===== src/rtl/uart_cmd_receiver.sv =====
// uart_cmd_receiver
//   Host-link front end. Deserialises the host UART line into bytes and buffers
//   them in a show-ahead FIFO that feeds the command decoder over a
//   valid/ready byte stream. Reports dropped bytes and bad stop bits.
//
//   Frame format: 8N1 by default. Defining UART_CMD_PARITY_EN selects 8E1 and
//   adds the parity_err_count port.
//
// Parameters
//   CLK_HZ      system clock frequency
//   BAUD        line rate; CLK_HZ/BAUD must be >= 4
//   FIFO_DEPTH  byte FIFO entries; power of two, >= 2
//
// Ports
//   clk, rstn          clock, synchronous active-low reset
//   uart_rx            asynchronous serial line, idles high
//   cmd_in_valid       FIFO head byte is valid
//   cmd_in_ready       consumer accepts the head byte
//   cmd_in_data        FIFO head byte (0 while empty)
//   fifo_level         registered occupancy, 0..FIFO_DEPTH
//   overflow           sticky: a byte was dropped because the FIFO was full
//   framing_err_count  saturating count of bad stop bits
//   parity_err_count   saturating count of parity mismatches (parity build only)
//   clear_errors       pulse; clears overflow and the error counters
module uart_cmd_receiver #(
  parameter int unsigned CLK_HZ     = 50000000,
  parameter int unsigned BAUD       = 115200,
  parameter int unsigned FIFO_DEPTH = 16
) (
  input  logic                        clk,
  input  logic                        rstn,
  input  logic                        uart_rx,
  output logic                        cmd_in_valid,
  input  logic                        cmd_in_ready,
  output logic [7:0]                  cmd_in_data,
  output logic [$clog2(FIFO_DEPTH):0] fifo_level,
  output logic                        overflow,
  output logic [7:0]                  framing_err_count,
`ifdef UART_CMD_PARITY_EN
  output logic [7:0]                  parity_err_count,
`endif
  input  logic                        clear_errors
);

  typedef logic [7:0] byte_t;

  localparam int unsigned CLKS_PER_BIT = CLK_HZ / BAUD;
  localparam int unsigned AW           = $clog2(FIFO_DEPTH);
  localparam int unsigned TW           = $clog2(CLKS_PER_BIT);

  localparam logic [TW-1:0] BIT_LAST   = TW'(CLKS_PER_BIT - 1);
  localparam logic [TW-1:0] HALF_LAST  = TW'(CLKS_PER_BIT / 2 - 1);
  localparam logic [AW:0]   FULL_LEVEL = FIFO_DEPTH[AW:0];

  typedef enum logic [2:0] {
    S_IDLE,
    S_START,
    S_DATA,
`ifdef UART_CMD_PARITY_EN
    S_PARITY,
`endif
    S_STOP,
    S_BREAK
  } state_t;

  // ---------------------------------------------------------------------------
  // Line synchroniser; rx_d is the previous rx_s for falling-edge detection.
  // ---------------------------------------------------------------------------
  logic rx_m, rx_s, rx_d;

  always_ff @(posedge clk) begin
    if (!rstn) begin
      rx_m <= 1'b1;
      rx_s <= 1'b1;
      rx_d <= 1'b1;
    end else begin
      rx_m <= uart_rx;
      rx_s <= rx_m;
      rx_d <= rx_s;
    end
  end

  // ---------------------------------------------------------------------------
  // Receive FSM
  // ---------------------------------------------------------------------------
  state_t        state, state_nxt;
  logic [TW-1:0] timer, timer_nxt;
  logic [2:0]    bit_idx, bit_nxt;
  byte_t         shift, shift_nxt;
  logic          push_req;
  logic          ferr_inc;
  logic          par_ok;
`ifdef UART_CMD_PARITY_EN
  logic          par_ok_nxt;
  logic          perr_inc;
`endif

  always_ff @(posedge clk) begin
    if (!rstn) begin
      state   <= S_IDLE;
      timer   <= '0;
      bit_idx <= '0;
      shift   <= '0;
    end else begin
      state   <= state_nxt;
      timer   <= timer_nxt;
      bit_idx <= bit_nxt;
      shift   <= shift_nxt;
    end
  end

`ifdef UART_CMD_PARITY_EN
  always_ff @(posedge clk) begin
    if (!rstn) par_ok <= 1'b1;
    else       par_ok <= par_ok_nxt;
  end
`else
  assign par_ok = 1'b1;
`endif

  always_comb begin
    state_nxt = state;
    timer_nxt = timer + 1'b1;
    bit_nxt   = bit_idx;
    shift_nxt = shift;
    push_req  = 1'b0;
    ferr_inc  = 1'b0;
`ifdef UART_CMD_PARITY_EN
    par_ok_nxt = par_ok;
    perr_inc   = 1'b0;
`endif
    case (state)
      S_IDLE: begin
        timer_nxt = '0;
        if (rx_d && !rx_s) state_nxt = S_START;
      end
      S_START: begin
        if (timer == HALF_LAST) begin
          timer_nxt = '0;
          if (!rx_s) begin
            state_nxt = S_DATA;
            bit_nxt   = '0;
          end else begin
            state_nxt = S_IDLE;
          end
        end
      end
      S_DATA: begin
        if (timer == BIT_LAST) begin
          timer_nxt = '0;
          shift_nxt = {rx_s, shift[7:1]};
          bit_nxt   = bit_idx + 3'd1;
          if (bit_idx == 3'd7) begin
`ifdef UART_CMD_PARITY_EN
            state_nxt = S_PARITY;
`else
            state_nxt = S_STOP;
`endif
          end
        end
      end
`ifdef UART_CMD_PARITY_EN
      S_PARITY: begin
        if (timer == BIT_LAST) begin
          timer_nxt  = '0;
          state_nxt  = S_STOP;
          par_ok_nxt = (rx_s == ^shift);
          perr_inc   = (rx_s != ^shift);
        end
      end
`endif
      S_STOP: begin
        if (timer == BIT_LAST) begin
          timer_nxt = '0;
          if (rx_s) begin
            push_req  = par_ok;
            state_nxt = S_IDLE;
          end else begin
            ferr_inc  = 1'b1;
            state_nxt = S_BREAK;
          end
        end
      end
      S_BREAK: begin
        timer_nxt = '0;
        if (rx_s) state_nxt = S_IDLE;
      end
      default: begin
        timer_nxt = '0;
        state_nxt = S_IDLE;
      end
    endcase
  end

  // ---------------------------------------------------------------------------
  // Show-ahead byte FIFO
  // ---------------------------------------------------------------------------
  byte_t         mem [FIFO_DEPTH];
  logic [AW-1:0] wr_ptr, rd_ptr;
  logic          pop, full, do_push;

  assign cmd_in_valid = (fifo_level != '0);
  assign cmd_in_data  = cmd_in_valid ? mem[rd_ptr] : '0;
  assign pop          = cmd_in_valid && cmd_in_ready;
  assign full         = (fifo_level == FULL_LEVEL);
  // A full FIFO still accepts a byte when the head leaves in the same cycle.
  assign do_push      = push_req && (!full || pop);

  always_ff @(posedge clk) begin
    if (do_push) mem[wr_ptr] <= shift;
  end

  always_ff @(posedge clk) begin
    if (!rstn) begin
      wr_ptr     <= '0;
      rd_ptr     <= '0;
      fifo_level <= '0;
    end else begin
      if (do_push) wr_ptr <= wr_ptr + 1'b1;
      if (pop)     rd_ptr <= rd_ptr + 1'b1;
      if (do_push && !pop)      fifo_level <= fifo_level + 1'b1;
      else if (pop && !do_push) fifo_level <= fifo_level - 1'b1;
    end
  end

  // ---------------------------------------------------------------------------
  // Error reporting; clear_errors wins over a same-cycle set or increment.
  // ---------------------------------------------------------------------------
  always_ff @(posedge clk) begin
    if (!rstn) begin
      overflow          <= 1'b0;
      framing_err_count <= '0;
    end else if (clear_errors) begin
      overflow          <= 1'b0;
      framing_err_count <= '0;
    end else begin
      if (push_req && full && !pop) overflow <= 1'b1;
      if (ferr_inc && framing_err_count != 8'hFF)
        framing_err_count <= framing_err_count + 8'd1;
    end
  end

`ifdef UART_CMD_PARITY_EN
  always_ff @(posedge clk) begin
    if (!rstn || clear_errors) begin
      parity_err_count <= '0;
    end else if (perr_inc && parity_err_count != 8'hFF) begin
      parity_err_count <= parity_err_count + 8'd1;
    end
  end
`endif

endmodule


===== config.mk =====
export PLATFORM = sky130hd
export DESIGN_NAME = uart_cmd_receiver
export DESIGN_NICKNAME = d
export VERILOG_FILES = /design/src/rtl/uart_cmd_receiver.sv
export SDC_FILE = /design/constraint.sdc
export NUM_CORES = 1
export LEC_CHECK = 0
export BUFFER_PORTS_ARGS = -buffer_cell sky130_fd_sc_hd__buf_2
export CORE_UTILIZATION = 50
export CTS_BUF_LIST = sky130_fd_sc_hd__clkbuf_8 sky130_fd_sc_hd__clkbuf_16
export CTS_CLUSTER_DIAMETER = 60
export DETAILED_ROUTE_END_ITERATION = 10
export PLACE_DENSITY = 0.7
export SYNTH_ARGS = -nofsm -noshare
export SYNTH_HDL_FRONTEND = slang
export SYNTH_SLANG_ARGS = --single-unit

===== constraint.sdc =====
create_clock -name clk -period 4.84 [get_ports clk]
set_input_delay 0 -clock clk [delete_from_list [all_inputs] [get_ports clk]]
set_output_delay 0 -clock clk [all_outputs]
set_load 0.1 [all_outputs]

==> flow_summary.ini <==
[drt]
via_count = 4085
dr.pass1.iters = 5
drc = 0
ant_nets = 0
drt_iter0_markers = 339
routed_wl_um = 13700
via_per_inst = 5.69
wire_per_inst_um = 19.0

[die]
rows = 44
start_util_pct = 51.4
core-area_um2 = 14500
die_h_um = 124
io_pins = 28
die_area_um2 = 15400
die-width_um = 124

[sta]
hold_ws_ps = 56.1
skew_ps = 11.0
finalMaxSlewViolations = 0
hold_viol_final = 0
fin_crit_sh_pct = 67.7
rsz0062_at_grt = false
finalCriticalPeriod_ps = 3280
max_clock_freq_mhz = 305
tns_ps = 0
setup_viol_count_final = 0
maxSlewHeadroom_pct = 24.9
tightest_slew_ps = 1120

[global_routing]
grt_pass1_wl_um = 22200
met2_usage_pct = 30.4
antenna_found_initial = 0
track_usage_pct = 19.1
overflow = 0
grt_max_degree = 40
top_usage_layer = met2
met1_usage_pct = 26.1
grtUsageMet3_pct = 3.92
grt_pass1_vias = 4073

[clock_tree]
cts_post_setup_buffers_inserted = 0
cts_tree = done
cts.htree.levels = 4
cts_buffers = 17
clk_pin_slew_worst_paths_ps = 60
insertion_delay_ps = 420
cts_root_buffer = clkbuf_16
cts_buffer_depth = 2
clock_sinks = 180
post_cts_resized = 0

[synthesis]
synth_nets = 516
synth_warnings = 0
synth-seq-area-share_pct = 65.4
postSynthCellCount = 495
synth_edf_count = 128
ys_async_sr_fraction_pct = 0
yosysMostFrequentCell = edfxtp_1
ys_ff_latch = 180
synth.distinct_cells = 55
synth_common_cells = edfxtp_1, dfxtp_1, nand2_1
synth.area.top_cells = edfxtp_1, dfxtp_1, mux4_2
ys.flop_type = edfxtp_1
synth_area_um2 = 7470
yosysTopAreaCell = edfxtp_1
yosysTopAreaCellShare_pct = 51.5
syn_area_per_cell_um2 = 15.1

[setup_path]
cp-end-kind = register
critPathLaunchType = register
slowest_stage = a2111oi_4
critical_path_class = reg2reg
crit_chain = ha_1 > nand4bb_1 > a2111oi_4 > ha_1 > inv_1 > fa_1 > a21o_1 > a21oi_1 > mux2i_1 > mux2i_1
critical-path-max-stage-delay_ps = 710
worstPathArrival_ps = 3630
crit_required_ps = 5190
worstPathMaxFanout = 9

[finish]
drive_above_1_share_pct = 17.6
antenna_cells = 0
nNetsFinal = 542
areaGrowthSynthToFinish_pct = 10.9

[power_and_ir_drop]
clock_power_share_pct = 29.5
ir_worst_vdd_uv = 426
p_per_area_nw_per_um2 = 486
power.switching_mw = 1.38
total_power_mw = 4.02
p_int_mw = 2.65
pwr-share-comb_pct = 26.7
leakage_nw = 2.77
swShare_pct = 34.2
power_frac_seq_pct = 43.8

[run]
drv_cap = 0

[placed_design]
port_buffers = 27
place.gp.congestion = 0.815
dp_hpwl_um = 8750

[worst_hold_path]
min_path_type = in2reg

[outcome]
outcome = finished clean
==> through the flow <==
stage | worst slack (ps) | instance area (um^2) | util [%] | std cells
after floorplan | 799 | 7470 | - | 495
after global placement | 1660 | 7740 | 53.3 | 683
after detailed placement | 1580 | 7740 | 53.3 | 683
after CTS | 1550 | 8280 | 57.0 | 718
after global routing | 1290 | 8280 | 57.0 | 718
final | 1560 | 8280 | 57.0 | 718
==> critical path: cells and delay by family, from the launching register on <==
| kind | cells | cell delay (ps) |
|---|---|---|
| muxes | 2 | 420 |
| buffers and inverters | 1 | 110 |
| adders and majority gates | 3 | 850 |
| AOI/OAI and AO/OA | 3 | 1040 |
| DFF | 1 | 410 |
| and+or+nand+nor | 1 | 360 |
==> area by class of cell <==
cell class / count / area, um^2
multi-input combinational: 284 / 2450
fill: 1171 / 6250
clock inverter: 13 / 58.8
inverter: 7 / 26.3
timing repair buffer: 31 / 173
tap: 184 / 230
sequential: 180 / 4890
clock buffer: 19 / 453
==> power groups by stage <==
stage                     Sequential [mW]  Combinational [mW]  Clock, mW
after floorplan                      1.84               0.858          0
after global placement               1.80                1.07          0
after detailed placement             1.80                1.08          0
after CTS                            1.77                1.08       1.21
after global routing                 1.78                1.13       1.27
final                                1.76                1.07       1.19
==> worst paths after layout <==
| kind | depth (start not counted) | end | start | slack (ps) |
|---|---|---|---|---|
| min | 2 | rx_d | rstn | 60 |
| max | 10 | fifo_level[4] | timer[0] | 1560 |
| min reg2reg | 1 | rx_s | rx_m | 410 |
| max reg2reg | 10 | fifo_level[4] | timer[0] | 1560 |
==> what timing repair did <==
item | 4_1_cts | 5_1_grt
endpoints found under the hold margin | 4 | 0
hold buffers | 3 | 0
setup endpoints to repair | 0 | 0
==> per-layer routing <==
layer	wire, um	vias up
met5	0	-
met4	183	0
met3	806	13
met2	6800	102
met1	5870	2019
li1	-	1951
==> registers in the layout, summed over array words and instances (netlist names), named ones only <==
register,cells
bit_idx,3
rd_ptr,4
state,3
wr_ptr,4
mem,128
fifo_level,5
shift,8
rx_m,1
timer,9
rx_s,1
overflow,1
rx_d,1
framing_err_count,8
==> logic make-up after synthesis <==
kind of cell    Yosys count  synth area share, %
xor+xnor                 13                 1.52
fa+ha+maj                16                 2.78
simple gates            142                 10.4
buf+inv                  31                 1.73
flops                   180                 65.4
mux                      55                 12.7
compound gates           58                 5.44
==> cells in the final DEF, fill, tap and decap left out, drive strengths merged, types with 7 or more instances in the layout <==
cell type	instances
buf	28
dfxtp	52
o22ai	8
nor2	26
a21oi	11
mux2i	23
a21boi	11
nand2	37
o21ai	8
and2	9
clkbuf	19
nand2b	14
inv	13
nand3	12
xnor2	9
ha	15
edfxtp	128
mux4	32
nor3	7
No activity file was read; power rests on OpenSTA's default activity.
